--- src/rtl/pwm_capture.sv ---
// PWM receiver: recovers period and duty word from a synchronised input and flags a stuck line.
// Build option PWM_CAPTURE_FILTER_EN adds a FILTER_LEN-sample glitch filter after the synchroniser.

module pwm_capture #(
  parameter int DUTY_W  = 12,
  parameter int CNT_W   = 13,
  parameter int TIMEOUT = 8192
`ifdef PWM_CAPTURE_FILTER_EN
  ,
  parameter int FILTER_LEN = 3
`endif
) (
  input  logic              clk_in,
  input  logic              reset_n,
  input  logic              pwm_in,
  output logic [DUTY_W-1:0] duty_out,
  output logic [CNT_W-1:0]  period_out,
  output logic              valid,
  output logic              stuck,
  output logic              stuck_level
);

  localparam int                IDLE_W    = $clog2(TIMEOUT + 1);
  localparam logic [IDLE_W-1:0] IDLE_LAST = IDLE_W'(TIMEOUT - 1);
  localparam logic [IDLE_W-1:0] IDLE_SAT  = IDLE_W'(TIMEOUT);
  localparam logic [IDLE_W-1:0] IDLE_ONE  = IDLE_W'(1);
  localparam logic [CNT_W-1:0]  CNT_ONE   = CNT_W'(1);
  localparam logic [CNT_W-1:0]  DUTY_CAP  = CNT_W'((2 ** DUTY_W) - 1);

  typedef enum logic {IDLE, ARMED} state_t;

  state_t            state_q;
  logic              sync1_q;
  logic              sync2_q;
  logic              sInPrev_q;
  logic              sIn;
  logic              rise;
  logic [CNT_W-1:0]  periodCnt_q;
  logic [CNT_W-1:0]  highCnt_q;
  logic [CNT_W-1:0]  periodInc;
  logic [CNT_W-1:0]  highInc;
  logic [CNT_W-1:0]  highMinus1;
  logic [IDLE_W-1:0] idleCnt_q;
  logic [DUTY_W-1:0] duty_d;

  always_ff @(posedge clk_in or negedge reset_n) begin
    if (!reset_n) begin
      sync1_q   <= 1'b0;
      sync2_q   <= 1'b0;
      sInPrev_q <= 1'b0;
    end else begin
      sync1_q   <= pwm_in;
      sync2_q   <= sync1_q;
      sInPrev_q <= sIn;
    end
  end

`ifdef PWM_CAPTURE_FILTER_EN
  localparam int FCW = $clog2(FILTER_LEN + 1);

  logic           filt_q;
  logic [FCW-1:0] filtCnt_q;

  // The filtered level flips only once the synchroniser has disagreed with it for FILTER_LEN samples in a row.
  always_ff @(posedge clk_in or negedge reset_n) begin
    if (!reset_n) begin
      filt_q    <= 1'b0;
      filtCnt_q <= '0;
    end else if (sync2_q == filt_q) begin
      filtCnt_q <= '0;
    end else if (filtCnt_q == FCW'(FILTER_LEN - 1)) begin
      filt_q    <= sync2_q;
      filtCnt_q <= '0;
    end else begin
      filtCnt_q <= filtCnt_q + FCW'(1);
    end
  end

  assign sIn = filt_q;
`else
  assign sIn = sync2_q;
`endif

  assign rise       = sIn & ~sInPrev_q;
  assign periodInc  = (periodCnt_q == '1) ? periodCnt_q : periodCnt_q + CNT_ONE;
  assign highInc    = (highCnt_q == '1) ? highCnt_q : highCnt_q + CNT_ONE;
  assign highMinus1 = highCnt_q - CNT_ONE;
  assign duty_d     = (highMinus1 > DUTY_CAP) ? DUTY_CAP[DUTY_W-1:0] : highMinus1[DUTY_W-1:0];

  // A rise always beats a timeout landing on the same cycle, so the longest reportable period is TIMEOUT.
  always_ff @(posedge clk_in or negedge reset_n) begin
    if (!reset_n) begin
      state_q     <= IDLE;
      periodCnt_q <= '0;
      highCnt_q   <= '0;
      idleCnt_q   <= '0;
      duty_out    <= '0;
      period_out  <= '0;
      valid       <= 1'b0;
      stuck       <= 1'b0;
      stuck_level <= 1'b0;
    end else begin
      valid <= 1'b0;
      if (rise) begin
        idleCnt_q   <= '0;
        periodCnt_q <= CNT_ONE;
        highCnt_q   <= CNT_ONE;
        stuck       <= 1'b0;
        stuck_level <= 1'b0;
        state_q     <= ARMED;
        if (state_q == ARMED) begin
          period_out <= periodCnt_q;
          duty_out   <= duty_d;
          valid      <= 1'b1;
        end
      end else begin
        if (idleCnt_q != IDLE_SAT) begin
          idleCnt_q <= idleCnt_q + IDLE_ONE;
        end
        if (state_q == ARMED) begin
          periodCnt_q <= periodInc;
          if (sIn) begin
            highCnt_q <= highInc;
          end
        end
        if (idleCnt_q == IDLE_LAST) begin
          stuck       <= 1'b1;
          stuck_level <= sIn;
          state_q     <= IDLE;
        end else if (stuck) begin
          stuck_level <= sIn;
        end
      end
    end
  end

endmodule

--- config.mk ---
export PLATFORM = sky130hd
export DESIGN_NAME = pwm_capture
export DESIGN_NICKNAME = d
export VERILOG_FILES = /design/src/rtl/pwm_capture.sv
export SDC_FILE = /design/constraint.sdc
export NUM_CORES = 1
export LEC_CHECK = 0
export ABC_AREA = 1
export CAP_MARGIN = 10
export CORE_MARGIN = 1.5
export CORE_UTILIZATION = 54
export CTS_BUF_LIST = sky130_fd_sc_hd__clkbuf_4 sky130_fd_sc_hd__clkbuf_8
export CTS_CLUSTER_DIAMETER = 120
export DETAILED_ROUTE_END_ITERATION = 6
export GPL_ROUTABILITY_DRIVEN = 0
export PLACE_DENSITY = 0.78
export SYNTH_ARGS = -nofsm -noshare
export SYNTH_HDL_FRONTEND = slang
export SYNTH_SLANG_ARGS = --single-unit
--- constraint.sdc ---
create_clock -name clk_in -period 2.2 [get_ports clk_in]
set_clock_uncertainty 0.2 [all_clocks]
set_input_delay 0.33 -clock clk_in [delete_from_list [all_inputs] [get_ports clk_in]]
set_output_delay 0.33 -clock clk_in [all_outputs]
set_load 0.02 [all_outputs]
### Word-level counts from Yosys, hierarchy flattened

Index checks and enable logic that the tools add are counted.

* $add $sub $neg: 4
* shift-type cells: 0
* div/mod/pow operators: 0
* bitwise logic cells: 2
* magnitude comparators: 1
* muxes and demuxes: 19
* equal/unequal tests: 6
* reductions and logical operators: 8
* multiply operators: 0

Operators with widths (count)
* two-way mux 13 bit: 7
* two-way mux 14 bit: 2
* adder 13 x 1 -> 13 bit (second input constant): 2
* equality test 13 bit (second input constant): 2
* adder 14 x 1 -> 14 bit (second input constant): 1
* equality test 14 x 13 -> 1 bit (second input constant): 1
* inequality test 14 bit (second input constant): 1
* > comparator 13 x 12 -> 1 bit (second input constant): 1
* subtractor 13 x 1 -> 13 bit (second input constant): 1
* two-way mux 12 bit: 1
* two-way mux 1 bit: 9
* nonzero test 2 bit: 4
* inequality test 2 bit (second input constant): 2
* AND reduction 2 bit: 2
* AND reduction 3 bit: 1
* nonzero test 3 bit: 1
* bitwise AND 1 bit: 1
* NOT 1 bit: 1

* memories: 0
* ROM bits: 0
* register bits: 72
* bits of input ports: 3
* latch bits: 0
* bits in writable memories: 0

### Logic depth before layout (Yosys ltp)

* depth in word-level cells: 5
* gate-level depth with buffers: 14
* mapped depth without buffers: 14

### Worst setup path before layout

Ideal clock, no wire load.

* kind: register -> register
* start: register highCnt_q[0]
* end: register duty_out[1]
* path slack: 0.066 ns
* cell stages (with the launch flop): 13
* arrival time: 1.821 ns
* buffers on the path: 1
* cells stage by stage: dfrtp_1 -> inv_1 -> ha_1 -> inv_1 -> nor2_4 -> nand2_2 -> nor2_2 -> nand3_1 -> xor2_1 -> buf_2 -> nand3_1 -> nand2_1 -> inv_1

* longest elaborated chain between the ends: 3

RTL lines
* start, declared: RTL line 39 `logic [CNT_W-1:0] highCnt_q;`
* start signal, assigned: RTL line 123 `highCnt_q <= highInc;`
* subtractor 13 x 1 -> 13 bit *: RTL line 87 `assign highMinus1 = highCnt_q - CNT_ONE;`
* > comparator 13 x 12 -> 1 bit: RTL line 88 `assign duty_d = (highMinus1 > DUTY_CAP) ? DUTY_CAP[DUTY_W-1:0] : highMinus1[DUTY_W-1:0];`
* two-way mux 12 bit *: RTL line 88
* end signal, assigned: RTL line 113 `duty_out <= duty_d;`
* end, declared: RTL line 16 `output logic [DUTY_W-1:0] duty_out,`

Mark *: on every way between the ends. The rest lies on a longest branch, timed or not.
A chain may end at the register's enable or synchronous reset.

### Worst setup path in the final report

* start: register highCnt_q[1]
* end: register duty_out[7]

Same word-level chain as after synthesis.

==> summary.txt <==
Worst setup path
  • CP most frequent cell: inv_1
  • Worst Setup End Kind: flop
  • Crit-path cells: inv_1 -> ha_2 -> inv_1 -> nor2_4 -> nand2_2 -> nor2_4 -> nand3_1 -> xor2_2 -> buf_2 -> nand3_1 -> nand2_1 -> inv_1
  • Crit path kind: flop to flop
  • Critical path's slowest cell: dfrtp_1
  • Top delay family on crit path: simple AND/OR/NAND/NOR gates
  • Critical Path Max Stage Delay: 0.40 ns
  • CP arrival: 2.14 ns
  • Buf+Inv Stages, Crit Path: 4
  • Worst Setup Start Kind: flop
  • Req. time, crit path: 2.26 ns
  • CP Max Fanout: 6

Power and ir drop
  • P_leak: 0.00209 uW
  • Maximum vdd drop: 0.483 mV
  • PD cells: 944 mW/mm2

Die
  • DIE HEIGHT: 87.1 um
  • Rows: 30
  • Die ar.: 0.00758 mm2
  • Starting density of the core: 55.9%
  • Die extent in x: 87.1 um
  • Core Box Area: 0.00683 mm2
  • # IOs: 31

CTS
  • Clock latency on the worst-skew pair: 0.36 ns
  • CTS clock-pin slew for the worst setup and hold paths: 0.08 ns
  • Root buffer cell: clkbuf_8
  • H-tree levels: 3
  • CTS tree: yes
  • Clock sink count: 72
  • CTS Buf Count: 9
  • Clk buf depth: 2

Global route
  • GRT Overall Usage: 22.8%
  • Total gr overflow: 0
  • Largest net degree at the start of global routing: 33
  • First-pass GRT wire length: 13500 um
  • Vias in the first global route: 3032
  • Initial antenna violation count: 0

Synthesis
  • Net count of the mapped netlist: 494
  • Synth area leaders: dfrtp_1, nand2_1, nand3_1
  • Sequential share of the synthesized area: 47.2%
  • Syn Inst Count: 486
  • #FFs+latches synth: 72
  • Biggest area consumer among synthesized cells: dfrtp_1
  • Synthesized area: 0.00382 mm2
  • Yosys top cell area share: 47.2%
  • Synth Area per Inst: 7.85 um2
  • Ys Warns: 0
  • Count of cell types in the netlist: 33

Drt
  • Final wirelength: 7950 um
  • Vias/cell: 5.35
  • Antenna-violating nets left: 0
  • DR WL/cell: 12.6 um
  • Vias: 3373
  • Drt pass-1 iters: 7
  • Drc violations: 0
  • First DRT Iteration DRCs: 237

STA
  • Final TNS setup: 0 ns
  • Slew headroom: 66.1%
  • Fin. Hold Viols: 0
  • Fmax achieved: 481 MHz
  • Period utilization: 94.6%
  • Tmin final: 2.08 ns
  • Worst-margin pin slew: 0.503 ns
  • Setup ws final: 0.120 ns
  • Setup violations, final: 0
  • Pins Over Slew Limit: 0

Finish
  • Fin nets: 538
  • Share of layout cells above drive strength 1: 12.7%
  • Area growth syn-to-layout: 19.9%
  • Most frequent cells in the layout: nand2_1, dfrtp_1, inv_1, nand3_1, nor2_1
  • Ant. Diodes: 0
  • Commonest non-fill, non-tap cell in the layout: nand2_1

Placement
  • PortBufs: 30
  • Hpwl dp: 5630 um
  • Place WS: 0.0692 ns

Flow run
  • Max Cap Violations: 0

Hold path
  • Hold Crit Class: flop to flop

Run status
  • Status: finished, final reports clean
-- stage by stage --
stage                     area (um2)  hold slack (ns)  total power [uW]  instances  utilization, %
after floorplan                 3820           -0.166              2510        486               -
after global placement          4280            0.119              2960        611            62.7
after detailed placement        4280            0.127              3000        611            62.7
after CTS                       4540            0.163              4300        628            66.5
after global routing            4580            0.163              4570        631            67.0
final                           4580            0.159              4320        631            67.0
-- report_power, final --
part           total (uW)  internal, uW  switching [uW]
registers            1670          1530             138
clock network        1290           773             512
logic                1370           579             789
total                4320          2880            1440
-- flip-flops by register name, summed over array words and instances (netlist names), 12 cells and up --
register,flops
idleCnt_q,14
highCnt_q,13
periodCnt_q,13
period_out,13
duty_out,12
-- logic make-up after synthesis --
group,Yosys count,share of synthesized area (%)
adders and majority gates,5,1.64
AOI/OAI and AO/OA,70,10.1
DFF,72,47.2
buffers and inverters,73,7.87
xor gates and xnor gates,8,1.84
and+or+nand+nor,258,31.3
-- repair_timing --
item                                   4_1_cts  5_1_grt
hold buffers                                 1        0
setup buffers                                0        2
endpoints found under the hold margin       17        0
gates resized for setup                      0        4
setup endpoints to repair                    0       12
-- synthesized netlist by cell type (all sizes together) --
cell type	n
o31ai	7
buf	6
nor2	56
o21ai	39
o21a	1
ha	5
a21oi	20
nand3	45
nand4	12
inv	60
or2	9
xor2	7
nor4	3
nor3	20
dfrtp	72
a22oi	1
and3	1
o21bai	1
a21boi	1
xnor2	1
nand2	112
clkbuf	7
-- worst reg2reg max path, delay by kind of cell, from the launching register on --
kind | cells | cell delay [ns]
xor gates and xnor gates | 1 | 0.18
DFF | 1 | 0.40
adders and majority gates | 1 | 0.20
buffers and inverters | 4 | 0.39
and+or+nand+nor | 6 | 0.62
-- metal layers --
layer | vias up | share of wire (%) | track usage (%)
met3 | 16 | 4.4 | 4.93
met2 | 97 | 47 | 35.7
met1 | 1590 | 46 | 30.6
li1 | 1670 | - | -
met5 | - | 0 | 0
met4 | 0 | 2.1 | 9.97
-- worst paths after layout --
kind	slack [ns]	cells after the start	startpoint	endpoint
max in group asynchronous	1.00	3	reset_n	duty_out[11]
worst min register to register	0.16	0	sync1_q	sIn
worst max register to register	0.12	12	highCnt_q[1]	duty_out[7]
min in group asynchronous	0.27	2	reset_n	highCnt_q[6]
worst max-delay path	0.12	12	highCnt_q[1]	duty_out[7]
worst min-delay path	0.16	0	sync1_q	sIn
-- layout make-up --
| cell class | instances | area, um2 |
|---|---|---|
| Fill cell | 562 | 2250 |
| Sequential cell | 72 | 1800 |
| Multi-Input combinational cell | 341 | 1730 |
| Timing Repair Buffer | 46 | 453 |
| Inverter | 60 | 225 |
| Clock buffer | 10 | 131 |
| Tap cell | 96 | 120 |
| Clock inverter | 6 | 116 |
(Power assumes the default switching activity.)
